<file path="config.mk">
export PLATFORM = sky130hd
export DESIGN_NAME = fnd_scan_cntr
export DESIGN_NICKNAME = d
export VERILOG_FILES = /design/src/rtl/fnd_scan_cntr.sv
export SDC_FILE = /design/constraint.sdc
export NUM_CORES = 1
export LEC_CHECK = 0
export CAP_MARGIN = 40
export CORE_ASPECT_RATIO = 1.5
export CORE_UTILIZATION = 51
export CTS_CLUSTER_DIAMETER = 150
export DETAILED_ROUTE_END_ITERATION = 10
export PLACE_DENSITY = 0.72
export SLEW_MARGIN = 25
export SYNTH_ARGS = -nofsm -noshare
export SYNTH_HDL_FRONTEND = slang
export SYNTH_SLANG_ARGS = --single-unit
</file>
<file path="constraint.sdc">
create_clock -name clk -period 1.9 [get_ports clk]
set_input_delay 0.285 -clock clk [delete_from_list [all_inputs] [get_ports clk]]
set_output_delay 0.285 -clock clk [all_outputs]
set_load 0.03 [all_outputs]
</file>
<file path="src/rtl/fnd_scan_cntr.sv">
// fnd_scan_cntr: time-multiplexed driver for a 4-digit common-anode 7-segment
// display. Scans one digit per SCAN_DIV cycles and keeps all anodes off for
// the first BLANK_CYC cycles of each slot. Digits blink per blink_mask, and
// decimal points come from dp_mask. Each new value is applied only at a
// frame boundary, so a frame never shows a mix of old and new digits.
module fnd_scan_cntr #(
  parameter int SCAN_DIV  = 100000,
  parameter int BLANK_CYC = 16,
  parameter int BLINK_DIV = 50000000
) (
  input  logic        clk,
  input  logic        reset_n,
  input  logic        enable,
  input  logic [15:0] value,
  input  logic        value_valid,
  input  logic [3:0]  blink_mask,
  input  logic [3:0]  dp_mask,
  output logic [7:0]  seg_n,
  output logic [3:0]  com_n
);

  localparam int SCW = (SCAN_DIV  > 1) ? $clog2(SCAN_DIV)  : 1;
  localparam int BLW = (BLINK_DIV > 1) ? $clog2(BLINK_DIV) : 1;

  localparam logic [SCW-1:0] SCAN_LAST  = SCW'(SCAN_DIV - 1);
  localparam logic [SCW-1:0] BLANK_MIN  = SCW'(BLANK_CYC);
  localparam logic [BLW-1:0] BLINK_LAST = BLW'(BLINK_DIV - 1);

  logic [SCW-1:0] scan_cnt_q;
  logic [1:0]     idx_q;
  logic [BLW-1:0] blink_cnt_q;
  logic           blink_phase_q;
  logic [15:0]    hold_q;
  logic [15:0]    disp_q;
  logic           pending_q;
  logic [7:0]     seg_n_q, seg_n_d;
  logic [3:0]     com_n_q, com_n_d;

  logic           slot_end;
  logic           frame_end;
  logic [3:0]     digit;

  assign slot_end  = (scan_cnt_q == SCAN_LAST);
  assign frame_end = slot_end && (idx_q == 2'd3);
  assign digit     = disp_q[{idx_q, 2'b00} +: 4];

  // Slot timer and digit index; idx wraps naturally from 3 to 0.
  // NOTE: all state uses non-blocking assignments so every register samples
  // pre-edge values regardless of block order.
  always_ff @(posedge clk) begin
    if (!reset_n) begin
      scan_cnt_q <= '0;
      idx_q      <= '0;
    end else if (slot_end) begin
      scan_cnt_q <= '0;
      idx_q      <= idx_q + 2'd1;
    end else begin
      scan_cnt_q <= scan_cnt_q + SCW'(1);
    end
  end

  // Free-running blink timebase, independent of scan and enable.
  always_ff @(posedge clk) begin
    if (!reset_n) begin
      blink_cnt_q   <= '0;
      blink_phase_q <= 1'b0;
    end else if (blink_cnt_q == BLINK_LAST) begin
      blink_cnt_q   <= '0;
      blink_phase_q <= ~blink_phase_q;
    end else begin
      blink_cnt_q   <= blink_cnt_q + BLW'(1);
    end
  end

  // Value capture: stage into hold, publish to disp only at a frame boundary.
  // A strobe landing on the boundary itself goes straight to disp.
  always_ff @(posedge clk) begin
    if (!reset_n) begin
      hold_q    <= '0;
      disp_q    <= '0;
      pending_q <= 1'b0;
    end else if (value_valid) begin
      hold_q <= value;
      if (frame_end) begin
        disp_q    <= value;
        pending_q <= 1'b0;
      end else begin
        pending_q <= 1'b1;
      end
    end else if (frame_end && pending_q) begin
      disp_q    <= hold_q;
      pending_q <= 1'b0;
    end
  end

  // Segment decode and anode select for the current slot.
  // NOTE: outputs get a default before the case so no path leaves them
  // unassigned, which would otherwise infer a latch.
  always_comb begin
    seg_n_d = 8'hFF;
    com_n_d = 4'hF;
    case (digit)
      4'd0:    seg_n_d[6:0] = 7'b1000000;
      4'd1:    seg_n_d[6:0] = 7'b1111001;
      4'd2:    seg_n_d[6:0] = 7'b0100100;
      4'd3:    seg_n_d[6:0] = 7'b0110000;
      4'd4:    seg_n_d[6:0] = 7'b0011001;
      4'd5:    seg_n_d[6:0] = 7'b0010010;
      4'd6:    seg_n_d[6:0] = 7'b0000010;
      4'd7:    seg_n_d[6:0] = 7'b1111000;
      4'd8:    seg_n_d[6:0] = 7'b0000000;
      4'd9:    seg_n_d[6:0] = 7'b0010000;
      4'd15:   seg_n_d[6:0] = 7'b0111111;
      default: seg_n_d[6:0] = 7'b1111111;
    endcase
    seg_n_d[7] = ~dp_mask[idx_q];
    if (enable && (scan_cnt_q >= BLANK_MIN) && !(blink_phase_q && blink_mask[idx_q])) begin
      com_n_d = ~(4'b0001 << idx_q);
    end
  end

  // Output registers: one cycle of latency, all dark during reset.
  always_ff @(posedge clk) begin
    if (!reset_n) begin
      seg_n_q <= 8'hFF;
      com_n_q <= 4'hF;
    end else begin
      seg_n_q <= seg_n_d;
      com_n_q <= com_n_d;
    end
  end

  assign seg_n = seg_n_q;
  assign com_n = com_n_q;

endmodule

</file>
---- Word level (Yosys, flattened, before mapping) ----
Memory sizes are Yosys's and may differ from the RTL's. A register that Yosys moved wholly into a read port is not among the register bits.
Cells that the tools add are included.
word-level totals
  input bits .............................. 28
  bits in read-only memories .............. 112
  output and inout bits ................... 12
  bits in registers ....................... 91
  memories ................................ 1
cells by class
  magnitude comparators ................... 2
  reduce and logical (&&, ||, !) cells .... 12
  shifts and indexed selects .............. 2
  $add $sub $neg .......................... 3
  equal/unequal tests ..................... 4
  bitwise logic cells ..................... 4
  muxes and demuxes ....................... 10
memories
  memory           depth  width  read ports  clocked after memory_dff  write ports  line  source
  (no name shown)  16     7      1           1                         0            102   case (digit)
operator list
  cell                     count
  $mux W16                 3
  $add A26 B1 Y26 const B  1
  $eq A26 B26 Y1 const B   1
  $add A17 B1 Y17 const B  1
  $eq A17 B17 Y1 const B   1
  $ge A17 B5 Y1 const B    1
  $shiftx A16 B5 Y4        1
  $logic_and A1 B1 Y1      5
  $mux W1                  5
  $bmux W1 S2              2
  $not A4 Y4               1
  $reduce_and A2 Y1        2
  $reduce_or A2 Y1         2
  $shl A1 B2 Y4 const A    1
  $lt A2 B3 Y1 const B     1
  $not A1 Y1               3
  $add A2 B1 Y2 const B    1
  $eq A2 B2 Y1 const B     1
  $logic_not A1 Y1         2
  $ne A2 B1 Y1 const B     1
  $reduce_bool A2 Y1       1

---- Depth between registers and ports, before layout ----
  depth after elaboration ................. 6
  depth in mapped cells ................... 8

---- Worst setup path after synthesis ----
OpenSTA, ideal clock, no wires.
  kind .................................... register to register
  start point ............................. register scan_cnt_q[9]
  end point ............................... register disp_q[10]
  data arrival time ....................... 1.919 ns
  data required time ...................... 1.779 ns
  path slack .............................. -0.139 ns
  stages on the path, launching flop included .. 7
  setup time .............................. 0.121 ns
  buffers on the path ..................... 2
  cell sequence ........................... dfxtp_1 > nand2_1 > or3_1 > buf_2 > nor4_4 > buf_6 > mux2_2
between the ends
  word-level cells in the longest chain between the ends .. 5
  elaborated cells between the ends (all ways) .. 6
  those cells by class .................... 2 x eq/ne; 4 x reduce/logical
RTL lines
  item                             line  source
  start, declared                  29    logic [SCW-1:0] scan_cnt_q;
  start signal, assigned           58    scan_cnt_q <= scan_cnt_q + SCW'(1);
  $eq A17 B17 Y1 (*)               43    assign slot_end = (scan_cnt_q == SCAN_LAST);
  $logic_and A1 B1 Y1 (*)          44    assign frame_end = slot_end && (idx_q == 2'd3);
  $logic_and A1 B1 Y1              90    end else if (frame_end && pending_q) begin
  $reduce_bool A2 Y1 (no line)     --
  $reduce_and A2 Y1 (no line) (*)  --
  end signal, assigned             85    disp_q <= value;
  end signal, assigned             91    disp_q <= hold_q;
  end, declared                    34    logic [15:0] disp_q;
Every way passes the cells marked *; elsewhere a longest branch is shown, timed or not.
A chain may end at the register's enable or synchronous reset.

---- Worst setup path after layout ----
  start point ............................. register scan_cnt_q[16]
  end point ............................... register disp_q[9]
Same word-level chain as after synthesis.

==> results.cfg <==
[outcome]
status = finished, final reports clean

[power_and_ir_drop]
internal_power_mw = 2.97
vdd_drop_max_mv = 0.494
sw_frac_of_total_pct = 23.0
power_frac_clock_pct = 43.3
pwr-share-seq_pct = 50.8
p_switching_uw = 890
p_leak_nw = 2.02
power.density_nw_per_um2 = 741
p_comb_share_pct = 5.9
power_mw = 3.86

[worst_setup_path]
worst-path-max-fanout = 7
crit_slowest_cell = or3_4
cp_top_family = simple AND/OR/NAND/NOR gates
path_depth = 5
setup.worst_path.class = flip-flop to flip-flop
setup.worst_path.start_class = flip-flop
cp_data_required_time_ns = 2.12
critPathBufInv = 1
r2r_cells = 5
r2r_setup_slack_ns = 0.05
critical_path.cell_chain = nand2_1 > or3_4 > nor4_4 > buf_4 > mux2_2
cpPeakStageDelay_ns = 0.41
end_kind = flip-flop
cp.arrival_ns = 2.08

[route]
drtAntennaViolNets = 0
drc = 0
via_per_inst = 5.40
drt-pass1-iter-count = 4
drt-initial-drc-count = 99
drt_wl_total_um = 8960
vias = 3356
wire_per_inst_um = 14.4

[global_routing]
grt.met2_usage_pct = 42.7
grt_first_pass_wirelength_um = 14900
met3_usage_pct = 4.55
met1_usage_pct = 24.5
grt_use_total_pct = 23.2
grt_overflow_total = 0
grt_max_degree = 23
grt_pass1_vias = 3405
busiest_layer = met2
grt_antenna_before_repair = 0

[logic_synthesis]
synth_flop_cell = dfxtp_1
async_flop_share_pct = 0
synth_edf_count = 0
syn_avg_cell_area_um2 = 9.44
synth.distinct_cells = 37
mappedNetlistNets = 471
yosysWarnings = 0
mappedNetlistArea_um2 = 4060
syn_inst = 430
seq_area_frac_synth_pct = 44.9
ys_ff_latch = 91

[timing]
finalClockSkew_ns = 0.00886
hold_viol = 0
period_needed_ns = 1.85
slew_viol_final = 0
worst_slew_pin_slew_ns = 0.386
slew_headroom_pct = 74.0
finalSetupTns_ns = 0
rsz0062_at_grt = yes
max_freq_mhz = 540
hold_ws_ns = 0.493
setup_viol = 0
finalCritPeriodShare_pct = 97.5

[final_layout]
layout_common_cells = dfxtp_1 (87), nor2_1 (54), buf_4 (51), clkdlybuf4s50_1 (39), nand2_1 (26)
drive_gt1_share_pct = 19.7
instances_no_fill = 621
area_delta_synth_final_pct = 28.4
num_antenna_cells = 0
nets = 555
final_common_cell = dfxtp_1

[worst_hold_path]
min_path_type = flip-flop to flip-flop
worstHoldPathCells = 2

[clocking]
root_buffer = clkbuf_16
cts_sinks = 91
clk_path_buf_depth = 2
htreeDepth = 3
clk_pin_slew_ns = 0.07
cts_tree = built
clkLatencyLatePin_ns = 0.34
numCtsBuffers = 9
cts_hold_buf = 0

[die]
fp-row-count = 39
start_util_pct = 53.0
ios = 40
fp.dieH_um = 111
fp.coreArea_um2 = 7660
die-area_um2 = 8330
fp.dieW_um = 74.9

[place]
portBuffers = 39
hpwl_um = 6600
place_congestion = 0.865
placed_cells = 603

[flow_run]
max_cap_violations = 0
-- repair_timing --
action | CTS | global route
buffers inserted | 0 | 2
setup endpoints to repair | 0 | 19
resized for setup | 0 | 8
-- flip-flops by register name, summed over array words and instances, names as in the netlist --
register	cells
blink_cnt_q	26
scan_cnt_q	17
disp_q	16
hold_q	16
seg_n	8
com_n	4
idx_q	2
blink_phase_q	1
pending_q	1
-- final cells by class --
type / instances / area (µm²)
clock inverters: 7 / 56.3
clock buffers: 9 / 225
repair buffers: 91 / 785
well taps: 102 / 128
fillers: 637 / 2450
flip-flops and latches: 91 / 1830
multi-input cells: 305 / 2130
inverters: 16 / 60.1
-- routing by layer --
metal	routed length, µm	part of all wire, %
met3	242	2.7
met1	3530	39
met5	0	0
met4	248	2.8
met2	4930	55
-- per-stage QoR --
stage	util, %	area, µm²	setup WS (ns)
finish	68.1	5210	0.0479
global route	68.1	5210	-0.0382
CTS	67.4	5160	0.0107
detailed placement	63.7	4880	-0.00961
global placement	63.7	4880	0.0161
floorplan	-	4080	-0.0629
-- worst min-delay path, stage by stage, from the launching register on --
cell	delay, ns
dfxtp_1	0.32
o31ai_1	0.07
a21oi_1	0.06
-- power by group through the flow --
stage	Sequential [mW]	Clock (mW)	Combinational [mW]
global route	1.97	1.78	0.250
global placement	2.00	0	0.224
detailed placement	2.01	0	0.229
finish	1.96	1.67	0.228
floorplan	2.02	0	0.0872
CTS	1.96	1.71	0.231
-- synthesized netlist by cell type (2+ instances only) --
cell type | count | area, µm²
nor2_1 | 55 | 206
or4_1 | 9 | 67.6
a21oi_1 | 19 | 95.1
mux2_2 | 15 | 169
ha_1 | 13 | 163
xnor2_1 | 14 | 123
mux4_2 | 6 | 135
nand3_1 | 20 | 100
or3_1 | 7 | 43.8
clkbuf_1 | 13 | 48.8
o31ai_1 | 8 | 60.1
and3_1 | 8 | 50.1
xor2_1 | 12 | 105
buf_2 | 3 | 15.0
nor3_1 | 5 | 25.0
dfxtp_1 | 91 | 1820
nor4_1 | 9 | 56.3
mux2i_1 | 21 | 210
o21ai_1 | 2 | 10.0
and2_1 | 16 | 100
inv_1 | 16 | 60.1
nand2_1 | 26 | 97.6
and4_1 | 3 | 26.3
nand4_1 | 15 | 93.8
o21ai_0 | 12 | 60.1
-- cells by family (layout without fill, tap and decap cells) --
kind of cell               count (synthesis)  after routing  synth area share, %
and+or+nand+nor                          176            176                 22.3
DFF                                       91             91                 44.9
AOI/OAI and AO/OA                         47             47                 6.81
muxes                                     43             43                 12.9
buffers and inverters                     34            123                 3.42
xor gates and xnor gates                  26             26                 5.61
adders and majority gates                 13             13                 4.01
-- worst paths after layout --
check | startpoint | endpoint
max | scan_cnt_q[16] | disp_q[9]
max reg2reg | scan_cnt_q[16] | disp_q[9]
min reg2reg | blink_cnt_q[25] | blink_cnt_q[25]
min | blink_cnt_q[25] | blink_cnt_q[25]
(Power assumes the default switching activity.)
==> variant 1 (same settings) <==
Change the parameter `SCAN_DIV` from 100000 to 400000.
--- a/src/rtl/fnd_scan_cntr.sv
+++ b/src/rtl/fnd_scan_cntr.sv
@@ -4,7 +4,7 @@
 // decimal points come from dp_mask. Each new value is applied only at a
 // frame boundary, so a frame never shows a mix of old and new digits.
 module fnd_scan_cntr #(
-  parameter int SCAN_DIV  = 100000,
+  parameter int SCAN_DIV  = 400000,
   parameter int BLANK_CYC = 16,
   parameter int BLINK_DIV = 50000000
 ) (
Function: no difference found for any inputs over 10 cycles, from zero or initial values and one cycle with reset_n low; that may be too few to reach the edited logic, so the function may still have changed.
==> variant 1 against the original RTL <==
The run now ends with negative setup slack left. Total power increased by 1.2%. Design area increased by 1.9%. Sequential cell count increased by 2. Area after synthesis increased by 2.8%. Setup slack got worse by 0.061 ns. Global-route usage increased by 0.41 points. Routed wire length increased by 2.1%. Via count increased by 1.2%. Critical endpoint is now disp_q[15]. Largest cell class unchanged. Largest power group unchanged. Highest routed layer unchanged.
==> variant 1: results (changes against the original RTL) <==
Synthesis
  • Synth Area in XOR/XNOR: 5.244% (was 5.609%)
  • Netlist cell types: 39 (was 37)
  • Proportion of synthesized flip-flops having asynchronous set or reset: 0% (unchanged)
  • Synth Area per Inst: 9.554 um^2 (was 9.442 um^2)
  • Top post-synthesis cells by area: sky130_fd_sc_hd__dfxtp_1, sky130_fd_sc_hd__mux2i_1, sky130_fd_sc_hd__nor2_1, sky130_fd_sc_hd__mux2_2, sky130_fd_sc_hd__ha_1 (unchanged)
  • Synthesized-area fraction occupied by adder cells: 3.896% (was 4.006%)
  • Mux contribution to synthesized area: 13.07% (was 12.94%)
  • Compound-gate portion of the synthesized area: 6.892% (was 6.810%)
  • Synth top cells by count: sky130_fd_sc_hd__dfxtp_1, sky130_fd_sc_hd__nor2_1, sky130_fd_sc_hd__nand2_1, sky130_fd_sc_hd__mux2i_1, sky130_fd_sc_hd__nand3_1 (unchanged)
  • Syn_nets: 478 (was 471)
  • Cell taking the most area after synthesis: sky130_fd_sc_hd__dfxtp_1 (unchanged)
  • Sequential-to-total area share from yosys stat: 44.59% (was 44.87%)

Power
  • Part of the power in registers: 51.3% (was 50.8%)
  • Peak ir drop on the vdd network: 0.5917 mV (was 0.4938 mV)
  • Clock power frac: 42.7% (was 43.3%)
  • Sw Ratio: 23.08% (was 23.03%)
  • Pleak: 2.045 nW (was 2.023 nW)
  • Switch Pwr: 0.0009025 W (was 0.0008900 W)

Placed design
  • Dpl hpwl: 6.571 mm (was 6.603 mm)
  • Placed Cells incl. Taps: 608 (was 603)
  • Last weighted congestion value of the routability-driven placer: 0.7747 (was 0.8653)
  • Number of buffers inserted by port buffering: 39 (unchanged)
  • Placement Setup Slack: -0.01741 ns (was -0.009612 ns)

Worst setup path
  • Longest individual stage delay on the worst path: 0.51 ns (was 0.41 ns)
  • Highest net fanout along the worst path: 16 (was 7)
  • Worst EP arrival: 2.15 ns (was 2.08 ns)

Finish
  • Largest regs: blink_cnt_q (26), scan_cnt_q (19) (was blink_cnt_q (26), scan_cnt_q (17))
  • Number of nets in the layout: 556 (was 555)

Timing
  • Setup-failing EPs final: 10 (was 0)
  • Actual transition at the worst max-transition pin: 0.3363 ns (was 0.3864 ns)
  • Worst Clk Skew: 0.007425 ns (was 0.008864 ns)
  • Min setup slack post-route: -0.01307 ns (was 0.04785 ns)
  • Accumulated negative setup slack: -0.05647 ns (was 0 ns)

Route
  • Routed vias: 3396 (was 3356)
  • Final wirelength: 9.145 mm (was 8.956 mm)
  • Detail-routed net length per standard cell: 14.63 um (was 14.42 um)
  • DR iter-0 viols: 101 (was 99)

Global routing
  • Met1 track demand over resource: 27.40% (was 24.51%)
  • Met3 GRT Util: 4.363% (was 4.545%)
  • Global Route met2 Usage: 41.24% (was 42.70%)
  • Vias in the first global route: 3310 (was 3405)
  • Wire length of the first global-routing pass: 15.30 mm (was 14.90 mm)
  • Total routing usage reported by global routing: 23.65% (was 23.24%)

Outcome
  • Run status: complete, but fails checks (was finished, final reports clean)
  • Violations in the final reports: negative setup slack
[variant 1: changes by cell type after synthesis, moves of 3 or more]
cell | unedited run | this run
sky130_fd_sc_hd__and3_1 | 8 | 5
sky130_fd_sc_hd__nor2_1 | 55 | 52
sky130_fd_sc_hd__nand4_1 | 15 | 9
sky130_fd_sc_hd__o31ai_1 | 8 | 12
[variant 1: repair_timing]
| action | in CTS | in global routing |
|---|---|---|
| endpoints found under the setup margin | 18 | 30 |
| gates cloned | 0 | 0 |
| setup buffers | 0 | 1 |
| pin swaps | 1 | 0 |
| hold buffers | 0 | 0 |
| gates resized for setup | 1 | 9 |
[variant 1: worst paths after layout]
kind,end,cells past startpoint,from,slack (ns)
max reg2reg,disp_q[15],6,scan_cnt_q[1],-0.01
max,disp_q[15],6,scan_cnt_q[1],-0.01
min reg2reg,blink_cnt_q[25],2,blink_cnt_q[25],0.48
min,blink_cnt_q[25],2,blink_cnt_q[25],0.48
[variant 1: logic make-up (layout without fill, tap and decap cells)]
logic type | count (synthesis) | count (layout)
multiplexers | 45 | 45
XOR/XNOR | 25 | 25
buffers and inverters | 38 | 121
flip-flops | 93 | 93
AND/OR/NAND/NOR | 174 | 174
AO/OA/AOI/OAI | 49 | 49
adder cells (fa/ha/maj) | 13 | 13
[variant 1: layout make-up]
cell class	instances	area (um^2)
flip-flops and latches	93	1882
fillers	634	2645
clock buffers	10	229.0
well taps	105	131.4
multi-input cells	306	2181
inverters	18	67.56
repair buffers	87	775.7
clock inverters	6	46.29
[variant 1: metal layers]
layer	share of wire, %	up-vias
met4	2.1	0
met3	2.7	15
met2	55	50
met5	0	-
met1	41	1633
li1	-	1698
==> variant 2 (same flow settings) <==
Made on the original files. Register the output `seg_n` once more, with the module's reset; this adds one clock of latency there. The other outputs are not delayed to match.
--- a/src/rtl/fnd_scan_cntr.sv
+++ b/src/rtl/fnd_scan_cntr.sv
@@ -130,7 +130,13 @@
     end
   end
 
-  assign seg_n = seg_n_q;
+  always_ff @(posedge clk) begin
+    if (!reset_n) begin
+      seg_n <= '0;
+    end else begin
+      seg_n <= seg_n_q;
+    end
+  end
   assign com_n = com_n_q;
 
 endmodule
Check against the original RTL: not equivalent (Yosys sat finds a counterexample within 4 cycles, from zero or initial values and one cycle with reset_n low).
==> variant 2 against the original RTL <==
Cell count fell by 1.6%. Clock skew is 0.0034 ns higher. Core utilization shrank 2.1 points. Design area increased by 3.2%. Area after synthesis up 7.3%. Synthesized cell count rose by 2.3%. Hold slack got worse by 0.054 ns. Total power rose by 10%. Sequential share of layout area increased by 1.8 points. Sequential cell count increased by 8. Die area increased by 7.1%. Non-clock buffer count down 20. Routed wire length up 1.4%. Setup slack better by 0.0043 ns. Highest routed layer unchanged.
==> variant 2: results (changes against the original RTL) <==
Global routing
  • Wire length of the first global-routing pass: 15.08 mm (was 14.90 mm)
  • Total routing usage reported by global routing: 21.87% (was 23.24%)
  • Met3 GRT Util: 4.365% (was 4.545%)
  • Global Route met2 Usage: 41.36% (was 42.70%)
  • Met1 track demand over resource: 21.88% (was 24.51%)
  • Maximum number of pins on one net before global-route repair: 18 (was 23)
  • Vias in the first global route: 3311 (was 3405)
  • Number of antenna violations at the first check in global routing: 0 (unchanged)

Finish
  • Non-clock buffer total of the final layout: 71 (was 91)
  • Inverters, non-clock: 15 (was 16)
  • Share of cell area taken by multi-input logic gates: 41.40% (was 40.92%)
  • Sequential standard cell area: 1984 um^2 (was 1827 um^2)
  • Count of placed standard cells in the final layout, fillers left out: 611 (was 621)
  • Share of post-route cells with drive strength above 1: 17.79% (was 19.65%)
  • Final-layout non-clock buffer area share: 12.51% (was 15.05%)
  • Fill cells: 631 (was 637)
  • Total of clock buffers placed in the layout: 10 (was 9)
  • Portion of the layout cell area used by clock cells: 5.742% (was 5.400%)

Synthesis
  • Sequential-to-total area share from yosys stat: 45.50% (was 44.87%)
  • Synth Area per Inst: 9.899 um^2 (was 9.442 um^2)
  • Synth top cells by count: sky130_fd_sc_hd__dfxtp_1, sky130_fd_sc_hd__nor2_1, sky130_fd_sc_hd__and2_1, sky130_fd_sc_hd__nand2_1, sky130_fd_sc_hd__xor2_1 (was sky130_fd_sc_hd__dfxtp_1, sky130_fd_sc_hd__nor2_1, sky130_fd_sc_hd__nand2_1, sky130_fd_sc_hd__mux2i_1, sky130_fd_sc_hd__nand3_1)
  • Top post-synthesis cells by area: sky130_fd_sc_hd__dfxtp_1, sky130_fd_sc_hd__mux2i_1, sky130_fd_sc_hd__nor2_1, sky130_fd_sc_hd__xor2_1, sky130_fd_sc_hd__and2_1 (was sky130_fd_sc_hd__dfxtp_1, sky130_fd_sc_hd__mux2i_1, sky130_fd_sc_hd__nor2_1, sky130_fd_sc_hd__mux2_2, sky130_fd_sc_hd__ha_1)
  • Syn_nets: 481 (was 471)
  • Netlist cell types: 41 (was 37)

Clocking
  • CTS sink cnt: 99 (was 91)

Power
  • Pleak: 2.087 nW (was 2.023 nW)
  • Peak ir drop on the vdd network: 0.6104 mV (was 0.4938 mV)

Route
  • Routed vias: 3306 (was 3356)
  • Detail-routed net length per standard cell: 14.86 um (was 14.42 um)
  • DRT met1 WL: 3.498 mm (was 3.530 mm)
  • DR iter-0 viols: 115 (was 99)
  • Total met2 wirelength after detailed routing: 4.939 mm (was 4.934 mm)
  • Total met3 wirelength after detailed routing: 327 um (was 242 um)

Worst setup path
  • Worst EP arrival: 2.12 ns (was 2.08 ns)
  • Highest net fanout along the worst path: 6 (was 7)

Placed design
  • Placement Setup Slack: 0.04157 ns (was -0.009612 ns)
  • Placed Cells incl. Taps: 593 (was 603)
  • Dpl hpwl: 6.614 mm (was 6.603 mm)

Timing
  • Worst Clk Skew: 0.01228 ns (was 0.008864 ns)
  • Worst slew margin: 71.97% (was 73.97%)

Outcome
  • Run status: finished, final reports clean (unchanged)
## variant 2: cell types whose count changed after synthesis, sizes merged, moves of 6 or more
cell and change:
nand3 -6, xor2 +9, xnor2 -9, nand4 +6, dfxtp +8, nor4 -6, buf +7, and2 +12
## variant 2: kinds of logic after synthesis
kind of cell / count (synthesis) / share of synthesized area, %
compound gates: 48 / 6.521
xor+xnor: 26 / 5.228
fa+ha+maj: 13 / 3.735
buf+inv: 36 / 3.792
flops: 99 / 45.50
mux: 42 / 12.70
simple gates: 176 / 22.52
## variant 2: stage by stage
step                power (W)  cell area, um^2
floorplan            0.002304             4355
global placement     0.002426             5019
detailed placement   0.002434             5019
CTS                  0.004302             5328
global route         0.004411             5383
finish               0.004261             5383
## variant 2: path summary, 6_finish.rpt
check	startpoint	endpoint	slack (ns)	cells past startpoint
min reg2reg	seg_n_q[4]	seg_n[4]	0.44	1
max	idx_q[1]	seg_n_q[3]	0.05	7
min	seg_n_q[4]	seg_n[4]	0.44	1
max reg2reg	idx_q[1]	seg_n_q[3]	0.05	7
## variant 2: report_power, final
part | internal [W] | leakage [nW] | total [W] | switching [W]
clock | 0.00107 | 0.154 | 0.00188 | 0.000806
sequential | 0.00212 | 0.808 | 0.00214 | 0.0000187
combinational | 0.000130 | 1.13 | 0.000242 | 0.000112
## variant 2: worst max-delay path, stage by stage, from the launching register on
cell,delay (ns)
sky130_fd_sc_hd__dfxtp_1,0.33
sky130_fd_sc_hd__buf_4,0.15
sky130_fd_sc_hd__mux4_2,0.59
sky130_fd_sc_hd__inv_1,0.14
sky130_fd_sc_hd__ha_1,0.26
sky130_fd_sc_hd__inv_1,0.07
sky130_fd_sc_hd__mux2i_1,0.08
sky130_fd_sc_hd__o21ai_0,0.14
